<file path="src/rtl/bin2bcd_seq_if.sv">
// rtl/bin2bcd_seq_if.sv - request/result bundle for the sequential binary-to-BCD converter
interface bin2bcd_seq_if;
    logic         start;
    logic [127:0] bin;
    logic         busy;
    logic         done;
    logic [155:0] bcd;
    logic [5:0]   ndigits;

    modport master (
        output start,
        output bin,
        input  busy,
        input  done,
        input  bcd,
        input  ndigits
    );

    modport slave (
        input  start,
        input  bin,
        output busy,
        output done,
        output bcd,
        output ndigits
    );
endinterface

</file>
<file path="src/rtl/bin2bcd_seq.sv">
// rtl/bin2bcd_seq.sv - 128-bit binary to 39-digit BCD, double-dabble one bit per cycle
// Optional macro BIN2BCD_SKIP_ZERO_BYTES_EN: skip leading all-zero operand bytes to shorten latency.
module bin2bcd_seq (
    input  logic          clock,
    input  logic          reset,
    bin2bcd_seq_if.slave  bus
);
    typedef enum logic [1:0] {IDLE, SHIFT, DONE} state_t;

    state_t         state_q;
    logic [127:0]   sh_q;
    logic [155:0]   acc_q;
    logic [7:0]     cnt_q;
    logic [155:0]   bcd_q;
    logic [5:0]     ndig_q;
    logic           busy_q;
    logic           done_q;

    logic [155:0]   acc_adj;
    logic [155:0]   acc_d;
    logic [127:0]   sh_d;
    logic [5:0]     ndig_d;
    logic [127:0]   load_sh;
    logic [7:0]     load_n;

    always_comb begin
        acc_adj = acc_q;
        for (int i = 0; i < 39; i++) begin
            if (acc_q[4*i +: 4] >= 4'd5) begin
                acc_adj[4*i +: 4] = acc_q[4*i +: 4] + 4'd3;
            end
        end
        acc_d = {acc_adj[154:0], sh_q[127]};
        sh_d  = {sh_q[126:0], 1'b0};
        // Highest nonzero digit wins; an all-zero result still reports one digit.
        ndig_d = 6'd1;
        for (int i = 0; i < 39; i++) begin
            if (acc_d[4*i +: 4] != 4'd0) begin
                ndig_d = 6'(i + 1);
            end
        end
    end

`ifdef BIN2BCD_SKIP_ZERO_BYTES_EN
    logic [4:0] lz_bytes;
    logic       lz_found;

    always_comb begin
        lz_bytes = 5'd0;
        lz_found = 1'b0;
        for (int i = 15; i >= 0; i--) begin
            if (!lz_found) begin
                if (bus.bin[8*i +: 8] == 8'd0) begin
                    lz_bytes = lz_bytes + 5'd1;
                end else begin
                    lz_found = 1'b1;
                end
            end
        end
        load_sh = bus.bin << {lz_bytes, 3'b000};
        load_n  = 8'd128 - {lz_bytes, 3'b000};
    end
`else
    always_comb begin
        load_sh = bus.bin;
        load_n  = 8'd128;
    end
`endif

    always_ff @(posedge clock or negedge reset) begin
        if (!reset) begin
            state_q <= IDLE;
            sh_q    <= '0;
            acc_q   <= '0;
            cnt_q   <= '0;
            bcd_q   <= '0;
            ndig_q  <= 6'd1;
            busy_q  <= 1'b0;
            done_q  <= 1'b0;
        end else begin
            case (state_q)
                IDLE: begin
                    if (bus.start) begin
                        sh_q   <= load_sh;
                        acc_q  <= '0;
                        cnt_q  <= load_n;
                        busy_q <= 1'b1;
`ifdef BIN2BCD_SKIP_ZERO_BYTES_EN
                        if (load_n == 8'd0) begin
                            state_q <= DONE;
                            done_q  <= 1'b1;
                            bcd_q   <= '0;
                            ndig_q  <= 6'd1;
                        end else
`endif
                        state_q <= SHIFT;
                    end
                end
                SHIFT: begin
                    acc_q <= acc_d;
                    sh_q  <= sh_d;
                    cnt_q <= cnt_q - 8'd1;
                    // Results are published only on the final iteration edge.
                    if (cnt_q == 8'd1) begin
                        state_q <= DONE;
                        done_q  <= 1'b1;
                        bcd_q   <= acc_d;
                        ndig_q  <= ndig_d;
                    end
                end
                DONE: begin
                    state_q <= IDLE;
                    done_q  <= 1'b0;
                    busy_q  <= 1'b0;
                end
                default: begin
                    state_q <= IDLE;
                    done_q  <= 1'b0;
                    busy_q  <= 1'b0;
                end
            endcase
        end
    end

    assign bus.busy    = busy_q;
    assign bus.done    = done_q;
    assign bus.bcd     = bcd_q;
    assign bus.ndigits = ndig_q;
endmodule

</file>
<file path="src/flat_wrapper.sv">
// flat-port wrapper written by rule: the top's interface ports become plain ports
module bin2bcd_seq_flat 
  (clock, reset, bus_start, bus_bin, bus_busy, bus_done, bus_bcd, bus_ndigits);
  bin2bcd_seq_if bus_i ();
  input  logic clock;
  input  logic reset;
  input wire logic [$bits(bus_i.start)-1:0] bus_start;
  input wire logic [$bits(bus_i.bin)-1:0] bus_bin;
  output wire logic [$bits(bus_i.busy)-1:0] bus_busy;
  output wire logic [$bits(bus_i.done)-1:0] bus_done;
  output wire logic [$bits(bus_i.bcd)-1:0] bus_bcd;
  output wire logic [$bits(bus_i.ndigits)-1:0] bus_ndigits;
  assign bus_i.start = bus_start;
  assign bus_i.bin = bus_bin;
  assign bus_busy = bus_i.busy;
  assign bus_done = bus_i.done;
  assign bus_bcd = bus_i.bcd;
  assign bus_ndigits = bus_i.ndigits;
  bin2bcd_seq u_core (.clock(clock), .reset(reset), .bus(bus_i));
endmodule
</file>
<file path="config.mk">
export PLATFORM = sky130hd
export DESIGN_NAME = bin2bcd_seq_flat
export DESIGN_NICKNAME = d
export VERILOG_FILES = /design/src/rtl/bin2bcd_seq_if.sv /design/src/rtl/bin2bcd_seq.sv /design/src/flat_wrapper.sv
export SDC_FILE = /design/constraint.sdc
export NUM_CORES = 1
export LEC_CHECK = 0
export ABC_AREA = 0
export CAP_MARGIN = 20
export CORE_ASPECT_RATIO = 0.7
export CORE_MARGIN = 4
export CORE_UTILIZATION = 35
export DETAILED_ROUTE_END_ITERATION = 8
export PLACE_DENSITY_LB_ADDON = 0.2
export SYNTH_ARGS = -nofsm -noshare
export SYNTH_HDL_FRONTEND = slang
export SYNTH_SLANG_ARGS = --single-unit
</file>
<file path="constraint.sdc">
create_clock -name clock -period 2.3 [get_ports clock]
set_input_delay 0.46 -clock clock [delete_from_list [all_inputs] [get_ports clock]]
set_output_delay 0.46 -clock clock [all_outputs]
set_load 0.005 [all_outputs]
</file>
# Word level (Yosys, flattened, before mapping)
# Index checks and enable logic that the tools add are counted.
# op_classes
eq_ne	4
n_addsub	40
n_bitwise	2
muxes	90
n_reduce_logical	45
magnitude_cmp	39
# ops
cell	count
156-bit case mux with 2 select lines	1
128-bit case mux with 2 select lines	1
4-bit 2-to-1 mux	46
4-bit by 3-bit greater-or-equal comparator with 1-bit output, second input constant	39
156-bit 2-to-1 mux	1
4-bit by 2-bit adder with 4-bit output, second input constant	38
4-bit nonzero test	38
128-bit 2-to-1 mux	1
5-bit 2-to-1 mux	16
6-bit 2-to-1 mux	8
8-bit case mux with 2 select lines	1
3-bit 2-to-1 mux	5
2-bit AND reduction	5
8-bit by 1-bit equality test with 1-bit output, second input constant	1
2-bit 2-to-1 mux	4
8-bit 2-to-1 mux	1
8-bit by 1-bit subtractor with 8-bit output, second input constant	1
1-bit case mux with 2 select lines	2
2-bit case mux with 2 select lines	1
3-bit by 2-bit adder with 3-bit output, second input constant	1
2-bit by 1-bit equality test with 1-bit output, second input constant	1
2-bit zero test	1
1-bit 2-to-1 mux	2
2-bit by 1-bit != test with 1-bit output, second input constant	1
3 further kinds	4
# word_totals
regBits	458
out_inout_bits	164
word_cells	228

# Logic depth before layout (Yosys ltp)
# logic_depth
ltp_word	41
depth_mapped	11
ltp_nobuf	11

# Worst setup path after synthesis
# OpenSTA, ideal clock, no wires.
# synth_path
path_type	register -> register
startpoint	register u_core.acc_q[96]
endpoint	register u_core.ndig_q[0], in the netlist u_core.bus.ndigits[0]
path_stages_with_launch	12
required_time_ns	2.239
slack_ns	-0.092
arrival_ns	2.330
period_less_slack_ns	2.392
setup_ns	0.061
n_path_buf	0
path_cell_list	dfrtp_1 inv_1 ha_1 nand2b_1 a21oi_1 mux2_2 nand4_1 o21ai_1 a2111oi_2 o2111ai_1 a31oi_1 nand2b_1
# synth_via
elab_chain_len	18
elab_cells_between_ends	20
classes_between	add/sub (1); order compare (1); mux (16); reduce/logical (2)
# synth_lines
element	line_no	rtl
start, declared	bin2bcd_seq.sv:12	logic [155:0] acc_q;
start signal, assigned	bin2bcd_seq.sv:74	acc_q <= '0;
start signal, assigned	bin2bcd_seq.sv:85	acc_q <= '0;
start signal, assigned	bin2bcd_seq.sv:100	acc_q <= acc_d;
4-bit by 2-bit adder with 4-bit output / 4-bit by 3-bit greater-or-equal comparator with 1-bit output (equally long branches)	bin2bcd_seq.sv:30, bin2bcd_seq.sv:29	
4-bit 2-to-1 mux *	bin2bcd_seq.sv:29	if (acc_q[4*i +: 4] >= 4'd5) begin
4-bit nonzero test	bin2bcd_seq.sv:38	if (acc_d[4*i +: 4] != 4'd0) begin
5-bit 2-to-1 mux	bin2bcd_seq.sv:38	
5-bit 2-to-1 mux * (6 in a row)	bin2bcd_seq.sv:38	
6-bit 2-to-1 mux * (8 in a row)	bin2bcd_seq.sv:38	
end signal, assigned	bin2bcd_seq.sv:108	ndig_q <= ndig_d;
end, declared	bin2bcd_seq.sv:15	logic [5:0] ndig_q;
# Every way passes the cells marked *; elsewhere a longest branch is shown, timed or not.
# A chain may end at the register's enable or synchronous reset.

# Final worst setup path
# layout_path
startpoint	register u_core.acc_q[125]
endpoint	register u_core.ndig_q[0], in the netlist u_core.bus.ndigits[0]
# layout_via
elab_chain_len	11
elab_cells_between_ends	13
classes_between	add/sub (1); order compare (1); mux (9); reduce/logical (2)
# layout_lines
element	line_no
4-bit by 2-bit adder with 4-bit output / 4-bit by 3-bit greater-or-equal comparator with 1-bit output (equally long branches)	bin2bcd_seq.sv:30, bin2bcd_seq.sv:29
4-bit 2-to-1 mux *	bin2bcd_seq.sv:29
4-bit nonzero test	bin2bcd_seq.sv:38
6-bit 2-to-1 mux	bin2bcd_seq.sv:38
6-bit 2-to-1 mux * (7 in a row)	bin2bcd_seq.sv:38
# Marked as above.

==> reports/results.ini <==
[finish]
fin_cells=3708
fin_util_pct=49.54
syn_to_final_growth_pct=39.61
fillers=5692
drive_gt1_share_pct=21.40
fin_nets=3059
postLayoutCellArea_sq_um=30620

[critical_path]
timing.rr.start=u_core.acc_q[125]
r2r_end=u_core.bus.ndigits[0]
crit_path_max_incr_delay_ns=0.38
cp_cell_sequence=inv_2, ha_4, nand2b_4, a21oi_4, mux2_4, nand4_1, buf_6, a2111oi_4, buf_4, o2111ai_4, a31oi_1, nand2b_1
r2r_cells=12
worstPathArrival_ns=3.00
startpoint_type=flop
critical_path_required_ns=2.83
end_kind=flop
ff2ff_setup_slack_ns=-0.17
crit_fanout=3
cpMaxStageDelayCell=dfrtp_1
cp-startpoint=u_core.acc_q[125]
crit_type=reg -> reg

[synth]
synthesis.area_sq_um=21930
yosys_warnings=0
ys_top_cells_by_area=dfrtp_1 52%, nand2_1 7.8%, o21ai_0 7.4%, ha_1 4.6%, a22oi_1 4.3%
postSynthAreaPerCell_sq_um=9.540
ys_ff_latch=458
synth-seq-area-share_pct=52.26
yosysMostFrequentCell=dfrtp_1
syn-num-nets=2510
synthCells=2299
synthArstFlopShare_pct=100.0
synth_top_cell_by_area=dfrtp_1
yosysTopAreaCellShare_pct=52.14
synth_commonest_cells=457 x dfrtp_1, 455 x nand2_1, 325 x o21ai_0
synth_ff_type=dfrtp_1
synth_cell_types=56
synth_edf_count=0

[detailed_routing]
first_pass_iters=5
via_per_inst=5.115
drc=0
wl_per_cell_um=17.38
vias=18968
wl_um=64430
detail-route-antenna-nets=0
drt_iter0_markers=1168

[worst_hold_path]
holdCritPathClass=in -> async

[status]
violations=setup timing
outcome=complete, but fails checks

[timing]
skew_ns=0.01814
final.setup.worst_slack_ns=-0.1655
rsz0062_at_grt=true
setup_viol_count_final=6
layout_min_cycle_time_ns=2.465
finalHoldViolCount=0
post-route-period-util_pct=107.2
maxClockFrequency_mhz=405.6
maxSlewViolCount=0
slew_headroom_pct=31.32
worst_pin_slew_ns=1.029

[die]
die-area_sq_um=66800
start_util_pct=35.48
die_h_um=217.4
die_w_um=307.2
ios=295
rows=76
core_area_sq_um=61810

[global_routing]
overflow=0
track_usage_pct=18.93
grt_max_degree=167
antenna_found_initial=1
first_global_vias=19052
grt_pass1_wl_um=103400

[placement]
place_ws_ns=-0.4480
dp.cells=3590
portBuffers=294
gp_congestion=0.8329
place_area_sq_um=28000
dpl.hpwl_um=43520

[clock_network]
clock-sinks=458
h-tree-depth=2
tritoncts=yes
clockBufferDepth=3
clockRootBuffer=clkbuf_16
clk_pin_slew_ns=0.07
worstSkewPairLatency_ns=0.59
numCtsBuffers=49

[power]
powerDensity_nw_per_um2=547.0
totalPowerFinal_mw=16.75
leakage_nw=13.59
ir_worst_vdd_uv=507.0

[flow_run]
maxCapViolCount=0

final cells by class:
type / count / area, sq um / share of cell area (%)
inverter: 88 / 330.3 / 1.079
clock inverter: 20 / 255.2 / 0.8336
clock buffer: 71 / 1421 / 4.642
antenna: 1 / 2.502 / 0.008173
multi-input combinational: 1624 / 10470 / 34.18
sequential: 458 / 11470 / 37.45
tap: 819 / 1025 / 3.347
timing repair buffer: 627 / 5653 / 18.46
per-stage QoR:
| step | hold WS (ns) | TNS (ns) |
|---|---|---|
| 2_1_floorplan | 0.1644 | 0 |
| 3_3_place_gp | 0.3640 | -33.23 |
| 3_5_place_dp | 0.3656 | -38.98 |
| 4_1_cts | 0.3193 | -0.9466 |
| 5_1_grt | 0.3532 | -1.489 |
| 6_report | 0.3423 | -0.7979 |
cells by family after synthesis:
kind of cell,count (synthesis),share of synthesized area (%)
XOR/XNOR,39,1.557
adder cells (fa/ha/maj),80,4.564
AND/OR/NAND/NOR,788,17.10
flip-flops,458,52.26
buffers and inverters,218,3.765
AO/OA/AOI/OAI,676,18.69
multiplexers,40,2.065
per-layer routing:
layer | routed length (um) | track usage [%] | part of all wire, % | vias up
li1 | - | - | - | 9227
met1 | 30840 | 26.90 | 48 | 9330
met2 | 29610 | 30.59 | 46 | 332
met3 | 2740 | 3.184 | 4.3 | 79
met4 | 1250 | 4.169 | 1.9 | 0
met5 | 0 | 0 | 0 | -
power by group:
| group | switching (mW) | internal (mW) |
|---|---|---|
| Sequential | 0 | 8.06 |
| Combinational | 0.207 | 0.217 |
| Clock | 3.40 | 4.87 |
registers in the layout, indices dropped and copies added, names as in the netlist:
name	flops
u_core.acc_q	156
u_core.bus.bcd	156
u_core.bus.busy	1
u_core.bus.done	1
u_core.bus.ndigits	6
u_core.cnt_q	8
u_core.sh_q	128
u_core.state_q	2
repair_timing:
action	4_1_cts	5_1_grt
endpoints found under the setup margin	67	64
endpoints found under the hold margin	17	0
hold buffers	1	0
pin swaps	33	41
setup buffers	14	10
gates cloned	1	0
gates resized for setup	82	102
worst max path at each step:
stage,end,cells after the start
2_1_floorplan,u_core.bus.ndigits[2],11
6_report,u_core.bus.ndigits[0],12
3_5_place_dp,u_core.bus.ndigits[0],10
3_3_place_gp,u_core.bus.ndigits[0],10
4_1_cts,u_core.bus.ndigits[2],12
5_1_grt,u_core.bus.ndigits[0],12
worst max-delay path: cells and delay by family (launching register included):
| family | cells | cell delay [ns] |
|---|---|---|
| AO/OA/AOI/OAI | 4 | 0.78 |
| buffers and inverters | 3 | 0.48 |
| AND/OR/NAND/NOR | 3 | 0.44 |
| flip-flops | 1 | 0.38 |
| multiplexers | 1 | 0.18 |
| adder cells (fa/ha/maj) | 1 | 0.16 |
cells in the final DEF, fill, tap and decap left out, types with 25 or more instances in the layout:
master / instances
a21oi_1: 83
a21oi_2: 28
a22oi_1: 127
a32o_1: 36
buf_4: 314
clkbuf_16: 51
clkdlybuf4s50_1: 293
dfrtp_1: 453
ha_1: 58
inv_1: 63
inv_2: 25
nand2_1: 448
nand2b_1: 29
nand3_1: 125
nor3b_1: 74
o21ai_0: 322
o31ai_1: 38
xnor2_1: 32
(Power assumes the default switching activity.)
